File: src/rtl/stall_arb_pkg.sv
// Shared types and default sizing for the stall arbiter.
package stall_arb_pkg;

  typedef enum logic [1:0] {
    IDLE = 2'd0,
    BUSY = 2'd1,
    GAP  = 2'd2
  } arb_state_t;

  localparam int unsigned N_REQ_DEF        = 4;
  localparam int unsigned MAX_HOLD_DEF     = 8;
  localparam int unsigned STARVE_LIMIT_DEF = 32;

endpackage

File: src/rtl/rr_pick.sv
// Combinational round-robin picker: first set req at or after ptr, wrapping to index 0.
module rr_pick #(
  parameter int unsigned N_REQ = 4
) (
  input  logic [N_REQ-1:0]         req,
  input  logic [$clog2(N_REQ)-1:0] ptr,
  output logic [$clog2(N_REQ)-1:0] sel,
  output logic                     any
);

  localparam int unsigned PtrW = $clog2(N_REQ);

  logic [2*N_REQ-1:0] dbl;
  int unsigned        sel_idx;

  // Lower copy masked below ptr, upper copy unmasked provides the wrap-around.
  always_comb begin
    dbl     = '0;
    sel_idx = 0;
    for (int j = 0; j < int'(N_REQ); j++) begin
      dbl[j]         = req[j] && (j >= int'(ptr));
      dbl[j + N_REQ] = req[j];
    end
    for (int j = 2 * int'(N_REQ) - 1; j >= 0; j--) begin
      if (dbl[j]) sel_idx = j;
    end
    sel = (sel_idx >= N_REQ) ? PtrW'(sel_idx - N_REQ) : PtrW'(sel_idx);
    any = |req;
  end

endmodule

File: src/rtl/stall_arbiter.sv
// Round-robin arbiter for buffer drain access with bounded tenure and a one-cycle gap.
// Optional starvation flags are built when STALL_ARB_STARVE_EN is defined.
module stall_arbiter
  import stall_arb_pkg::*;
#(
  parameter int unsigned N_REQ        = N_REQ_DEF,
  parameter int unsigned MAX_HOLD     = MAX_HOLD_DEF,
  parameter int unsigned STARVE_LIMIT = STARVE_LIMIT_DEF
) (
  input  logic                     clk,
  input  logic                     reset,
  input  logic [N_REQ-1:0]         req,
  output logic [N_REQ-1:0]         grant,
  output logic                     grant_valid,
  output logic [$clog2(N_REQ)-1:0] grant_id,
  output logic [N_REQ-1:0]         starve
);

  localparam int unsigned PtrW  = $clog2(N_REQ);
  localparam int unsigned HoldW = $clog2(MAX_HOLD + 1);

  arb_state_t        state_q, state_d;
  logic [N_REQ-1:0]  grant_q, grant_d;
  logic              grant_valid_q, grant_valid_d;
  logic [PtrW-1:0]   grant_id_q, grant_id_d;
  logic [PtrW-1:0]   ptr_q, ptr_d;
  logic [HoldW-1:0]  hold_cnt_q, hold_cnt_d;

  logic [PtrW-1:0]   sel;
  logic              any;
  logic              hold_max;

  rr_pick #(
    .N_REQ(N_REQ)
  ) u_rr_pick (
    .req(req),
    .ptr(ptr_q),
    .sel(sel),
    .any(any)
  );

  assign hold_max = (hold_cnt_q == HoldW'(MAX_HOLD));

  always_comb begin
    state_d    = state_q;
    grant_d    = grant_q;
    grant_id_d = grant_id_q;
    ptr_d      = ptr_q;
    hold_cnt_d = hold_cnt_q;
    unique case (state_q)
      IDLE: begin
        grant_d = '0;
        if (any) begin
          grant_d[sel] = 1'b1;
          grant_id_d   = sel;
          hold_cnt_d   = HoldW'(1);
          state_d      = BUSY;
        end
      end
      BUSY: begin
        if (!req[grant_id_q] || hold_max) begin
          grant_d = '0;
          // Owner goes to the back of the round-robin order.
          ptr_d   = (grant_id_q == PtrW'(N_REQ - 1)) ? '0 : grant_id_q + PtrW'(1);
          state_d = GAP;
        end else begin
          hold_cnt_d = hold_cnt_q + HoldW'(1);
        end
      end
      GAP: begin
        grant_d = '0;
        state_d = IDLE;
      end
      default: begin
        grant_d = '0;
        state_d = IDLE;
      end
    endcase
    grant_valid_d = |grant_d;
  end

  always_ff @(posedge clk or posedge reset) begin
    if (reset) begin
      state_q       <= IDLE;
      grant_q       <= '0;
      grant_valid_q <= 1'b0;
      grant_id_q    <= '0;
      ptr_q         <= '0;
      hold_cnt_q    <= '0;
    end else begin
      state_q       <= state_d;
      grant_q       <= grant_d;
      grant_valid_q <= grant_valid_d;
      grant_id_q    <= grant_id_d;
      ptr_q         <= ptr_d;
      hold_cnt_q    <= hold_cnt_d;
    end
  end

  assign grant       = grant_q;
  assign grant_valid = grant_valid_q;
  assign grant_id    = grant_id_q;

`ifdef STALL_ARB_STARVE_EN
  localparam int unsigned WaitW = $clog2(STARVE_LIMIT + 1);

  logic [N_REQ-1:0][WaitW-1:0] wait_cnt_q, wait_cnt_d;
  logic [N_REQ-1:0]            starve_q, starve_d;

  always_comb begin
    wait_cnt_d = wait_cnt_q;
    starve_d   = '0;
    for (int i = 0; i < int'(N_REQ); i++) begin
      if (!req[i] || grant_q[i]) begin
        wait_cnt_d[i] = '0;
      end else if (wait_cnt_q[i] != WaitW'(STARVE_LIMIT)) begin
        wait_cnt_d[i] = wait_cnt_q[i] + WaitW'(1);
      end
      starve_d[i] = (wait_cnt_d[i] >= WaitW'(STARVE_LIMIT));
    end
  end

  always_ff @(posedge clk or posedge reset) begin
    if (reset) begin
      wait_cnt_q <= '0;
      starve_q   <= '0;
    end else begin
      wait_cnt_q <= wait_cnt_d;
      starve_q   <= starve_d;
    end
  end

  assign starve = starve_q;
`else
  logic [31:0] unused_starve_limit;
  assign unused_starve_limit = STARVE_LIMIT;
  assign starve              = '0;
`endif

endmodule

File: config.mk
export PLATFORM = sky130hd
export DESIGN_NAME = stall_arbiter
export DESIGN_NICKNAME = d
export VERILOG_FILES = /design/src/rtl/stall_arb_pkg.sv /design/src/rtl/rr_pick.sv /design/src/rtl/stall_arbiter.sv
export SDC_FILE = /design/constraint.sdc
export NUM_CORES = 1
export LEC_CHECK = 0
export CAP_MARGIN = 10
export CORE_UTILIZATION = 31
export CTS_BUF_LIST = sky130_fd_sc_hd__clkbuf_2 sky130_fd_sc_hd__clkbuf_4 sky130_fd_sc_hd__clkbuf_8
export CTS_CLUSTER_DIAMETER = 30
export DETAILED_ROUTE_END_ITERATION = 7
export DONT_BUFFER_PORTS = 1
export PLACE_DENSITY = 0.56
export REMOVE_ABC_BUFFERS = 1
export SETUP_SLACK_MARGIN = 0.02
export SLEW_MARGIN = 10
export SYNTH_ARGS = -nofsm -noshare
export SYNTH_HDL_FRONTEND = slang
export SYNTH_SLANG_ARGS = --single-unit
File: constraint.sdc
create_clock -name clk -period 2 [get_ports clk]
set_input_delay 0.3 -clock clk [delete_from_list [all_inputs] [get_ports clk]]
set_output_delay 0.3 -clock clk [all_outputs]
set_load 0.01 [all_outputs]
# Word-level counts from Yosys, hierarchy flattened
# Index checks and enable logic that the tools add are counted.
# word_totals
register_bits	15
in_bits	6
output_inout_bits	11
elab_cells	58
# op_classes
n_eq_ne	6
n_mux	22
magnitude_cmp	7
addsub	3
n_reduce_logical	14
# ops
op	n
$mux 3	7
$mux 4	4
$pmux 4 s2	2
$mux 2	4
$reduce_or 4->1	2
$lt 2x3->1 const B	2
$ne 2x2->1 const B	3
$reduce_and 2->1	3
$add 4x1->4 const B	1
$eq 4x4->1 const B	1
$ge 1x2->1 const A	2
$logic_and 1x1->1	4
$pmux 2 s2	1
$ge 3x3->1 const B	1
$reduce_and 3->1	1
$add 2x1->2 const B	1
$bmux 1 s2	1
$demux 1 s2	1
$eq 2x1->1 const B	1
$eq 2x2->1 const B	1
$ge 2x1->1 const B	1
$ge 2x2->1 const A	1
$logic_not 2->1	1
$mux 1	2
other kinds (4)	4

# Logic depth before layout (Yosys ltp)
# depth
word_depth	16
depth_mapped	7
depth_no_buf	6

# Modules after synthesis
# Synthesis repeated with hierarchy kept, for this count alone.
# hier_totals
hier_cells	73
area_unflattened_um2	788.3
# modules_own_cells
module	seq_area_each_um2	cells_per_inst	area_each_um2	n_inst
stall_arbiter	375.4	61	710.7	1
rr_pick	0.0	12	77.6	1

# Least setup slack after synthesis
# No wires, ideal clock.
# synth_timing
path_type	reg-to-reg
start	reg grant_id_q[0], in the netlist grant_id[0]
end	reg ptr_q[1]
synth_period_minus_slack_ns	1.655
stages_incl_launch_ff	4
path_slack_ns	0.345
setup_time_ns	0.125
required_ns	1.875
arrival_time_ns	1.530
path_buffers	0
cell_sequence	dfrtp_1 mux4_2 a21boi_2 mux2_2
# synth_between
elab_chain_cells	5
elab_cells_between_ends	8
cone_classes	add/sub: 1; eq/ne: 1; mux: 3; reduce/logical: 3
# synth_rtl
item	line	rtl
from (decl)	stall_arbiter.sv:25	logic [PtrW-1:0] grant_id_q, grant_id_d;
from (signal assigned)	stall_arbiter.sv:94	grant_id_q <= grant_id_d;
$bmux 1 s2	stall_arbiter.sv:61	if (!req[grant_id_q] || hold_max) begin
$mux 1 (implied by the code)	stall_arbiter.sv:61	
$logic_not 1->1	stall_arbiter.sv:61	
$logic_or 1x1->1	stall_arbiter.sv:61	
$reduce_and 2->1 (no line)	n/a	
to (signal assigned)	stall_arbiter.sv:95	ptr_q <= ptr_d;
to (decl)	stall_arbiter.sv:26	logic [PtrW-1:0] ptr_q, ptr_d;
# Parallel ways exist; a longest one is shown, timed or not. The select of a mux whose other input is x is not followed.
# A chain may end at the register's enable or synchronous reset.

# Final worst setup path
# Same ends and word-level chain as after synthesis.

==> results.sh <==
export IMPL_outcome="completed"
export IMPL_maxCapViolCount=0
export IMPL_irDropWorstVdd_v=0.0006944
export IMPL_layout_commonest_cell="dfrtp_1"
export IMPL_synth_area_mux_share_pct=8.031
export IMPL_layout_drive_gt1_share_pct=12.66
export IMPL_cts_resized=0
export IMPL_cp_end_kind="flop"
export IMPL_switching_share_pct=41.00
export IMPL_antenna_found_initial=0
export IMPL_wl_per_cell_um=14.55
export IMPL_cts_sinks=15
export IMPL_synthSimpleGateAreaFrac_pct=15.43
export IMPL_rr_endpoint="ptr_q[1]$_DFFE_PP0P_"
export IMPL_num_rows=17
export IMPL_synthAdderAreaFrac_pct=4.724
export IMPL_report_power_total_w=0.001212
export IMPL_hold_path_class="input port to flop"
export IMPL_cts_max_level=1
export IMPL_crit_arrival_ps=1930
export IMPL_cts_buffers=3
export IMPL_fin_worst_skew_ps=0.4729
export IMPL_portBuffers=0
export IMPL_reg2reg_from="grant_id[0]$_DFFE_PP0P_"
export IMPL_dpl_hpwl_mm=1.192
export IMPL_area_delta_synth_final_pct=4.567
export IMPL_hold_start="req[3]"
export IMPL_period_share_pct=88.28
export IMPL_fin_setup_tns_ps=0
export IMPL_seqPwrFrac_pct=47.6
export IMPL_synth_top_family_by_area="simple AND/OR/NAND/NOR gates"
export IMPL_synth_compound_area_share_pct=14.33
export IMPL_first_pass_iters=4
export IMPL_p_comb_share_pct=37.2
export IMPL_netlist_instances=78
export IMPL_fmax_mhz=566.4
export IMPL_final_cell_mix="dfrtp_1 (15), nand2_1 (10), inv_1 (5), o21ai_0 (5)"
export IMPL_crit_required_ps=2170
export IMPL_synth_area_leader_cell="dfrtp_1"
export IMPL_slew_viol_final=0
export IMPL_synth_top_cells_by_area="dfrtp_1 (47%), ha_1 (4.7%), nand2_1 (4.7%)"
export IMPL_crit_chain="mux4_2 > a21boi_2 > mux2_2"
export IMPL_root_buffer="clkbuf_4"
export IMPL_crit_buf_inv=0
export IMPL_fp_dieH_um=52.63
export IMPL_multiInputGateArea_um2=361.6
export IMPL_p_sw_w=0.0004970
export IMPL_setup_viol=0
export IMPL_ys_seq_area_share_pct=47.24
export IMPL_gp_congestion=0.8109
export IMPL_clk_path_buf_depth=2
export IMPL_slew_headroom_pct=59.07
export IMPL_p_per_area_mw_per_mm2=1459
export IMPL_dieWidth_um=52.63
export IMPL_clock_power_share_pct=15.2
export IMPL_cp_slowest_cell="mux4_2"
export IMPL_r2r_slack_ps=230
export IMPL_avgSynthCellArea_um2=10.19
export IMPL_synth_seq_cells=15
export IMPL_min_path_cells=2
export IMPL_ff_latch_area_um2=375.4
export IMPL_antenna_left=0
export IMPL_p_int_w=0.0007152
export IMPL_ys_warn_count=0
export IMPL_yosys_area_share_xor_xnor_pct=1.102
export IMPL_die_area_mm2=0.002769
export IMPL_hold_violations=0
export IMPL_min_to="grant[1]$_DFF_PP0_"
export IMPL_gr_total_overflow=0
export IMPL_grt_pass1_wl_mm=2.649
export IMPL_drtIter0Drc=14
export IMPL_cpLargestDelayFamily="multiplexers"
export IMPL_antenna_cells=0
export IMPL_worstPathMaxFanout=5
export IMPL_synthDominantCellAreaShare_pct=47.24
export IMPL_r2r_worst_path_cells=3
export IMPL_fillCellCount=245
export IMPL_vias=562
export IMPL_clkSlewWorstSetupHoldPaths_ps=90
export IMPL_ys_types=31
export IMPL_cp_start_kind="flop"
export IMPL_nets=89
export IMPL_drt_total_wl_mm=1.557
export IMPL_vias_per_cell=5.252
export IMPL_critPathKind="flop to flop"
export IMPL_start_util_pct=34.27
export IMPL_period_minus_slack_ps=1766
export IMPL_rsz0062_at_grt="no"
export IMPL_worstMarginPinSlew_ps=609.2
export IMPL_synth_area_um2=794.5
export IMPL_ioPinCount=17
export IMPL_grt_pass1_vias=562
export IMPL_grt_max_degree=16
export IMPL_max_stage_delay_ps=580
export IMPL_cts_tree="yes"
export IMPL_p_leak_nw=0.3876
export IMPL_core_mm2=0.002318
export IMPL_gr_usage_all_layers_pct=13.30
export IMPL_drc=0
export IMPL_clk_insertion_delay_late_ps=280
-- through the flow --
step	instance area (um2)	worst slack (ps)	util (%)	cells	hold slack [ps]
after CTS	830.8	225.3	35.83	107	269.2
after detailed placement	790.8	235.0	34.11	102	285.2
after floorplan	755.7	345.0	-	74	201.5
after global placement	790.8	305.3	34.11	102	276.1
final	830.8	234.4	35.83	107	273.5
after global routing	830.8	135.1	35.83	107	285.1
-- flip-flops by register name, indices dropped and copies added (netlist names) --
| register | flops |
|---|---|
| grant_id | 2 |
| grant_valid | 1 |
| grant | 4 |
| hold_cnt_q | 4 |
| ptr_q | 2 |
| state_q | 2 |
-- repair_timing --
action	CTS	global route
hold buffers	1	0
buffers inserted	0	0
hold endpoints to repair	15	0
-- final cells by class --
class	instances	area share, %
Clock buffer	4	3.614
Inverter	5	2.259
Tap cell	28	4.217
Timing Repair Buffer	1	1.205
Multi-Input combinational cell	54	43.52
Sequential cell	15	45.18
-- logic make-up (layout without fill, tap and decap cells) --
logic type | Yosys count | in the layout
AOI/OAI and AO/OA | 16 | 16
other | 1 | 4
DFF | 15 | 15
buffers and inverters | 12 | 10
xor gates and xnor gates | 1 | 1
and+or+nand+nor | 25 | 25
muxes | 5 | 5
adders and majority gates | 3 | 3
-- worst reg2reg max path: cells and delay by family (launching register included) --
family / cells / cell delay, ps
compound gates: 1 / 220
flops: 1 / 480
mux: 2 / 940
-- layer usage --
layer  wire length (um)  up-vias  global-route usage (%)
met3                 87        2                   5.507
met2                764       18                   18.99
li1                   -      267                       -
met5                  0        -                       0
met1                699      275                   18.05
met4                  6        0                   3.947
-- worst max path at each step --
stage,startpoint,to,slack (ps),cells past startpoint
floorplan,grant_id[0]$_DFFE_PP0P_,ptr_q[1]$_DFFE_PP0P_,340,3
global placement,grant_id[0]$_DFFE_PP0P_,ptr_q[1]$_DFFE_PP0P_,310,3
detailed placement,grant_id[0]$_DFFE_PP0P_,ptr_q[1]$_DFFE_PP0P_,230,3
CTS,grant_id[0]$_DFFE_PP0P_,ptr_q[1]$_DFFE_PP0P_,230,3
global route,grant_id[0]$_DFFE_PP0P_,ptr_q[1]$_DFFE_PP0P_,140,3
finish,grant_id[0]$_DFFE_PP0P_,ptr_q[1]$_DFFE_PP0P_,230,3
-- power groups by stage --
stage	clock network, W	registers [W]	logic, W
after floorplan	0	0.000547	0.000358
after global placement	0	0.000576	0.000432
after detailed placement	0	0.000583	0.000451
after CTS	0.000191	0.000578	0.000453
after global routing	0.000204	0.000595	0.000508
final	0.000184	0.000577	0.000451
-- synthesized netlist by cell type --
cell type  number
and3_1          1
xor2_1          1
mux2i_1         3
mux2_2          1
nor2_1          4
nand2_1        10
mux4_2          1
clkbuf_1        1
o22ai_1         1
o22a_2          1
or3_1           1
a221oi_1        1
dfrtp_1        15
ha_1            3
conb_1          1
a21oi_1         3
nand3_1         2
inv_1           5
o21a_1          1
nand3b_1        1
a21boi_2        1
nor4_1          2
nor2b_1         1
clkbuf_2        1
and3_4          1
o21ai_0         5
nor3_1          2
o31ai_2         1
buf_6           1
buf_4           4
a22o_1          2
No activity file was read; power rests on OpenSTA's default activity.
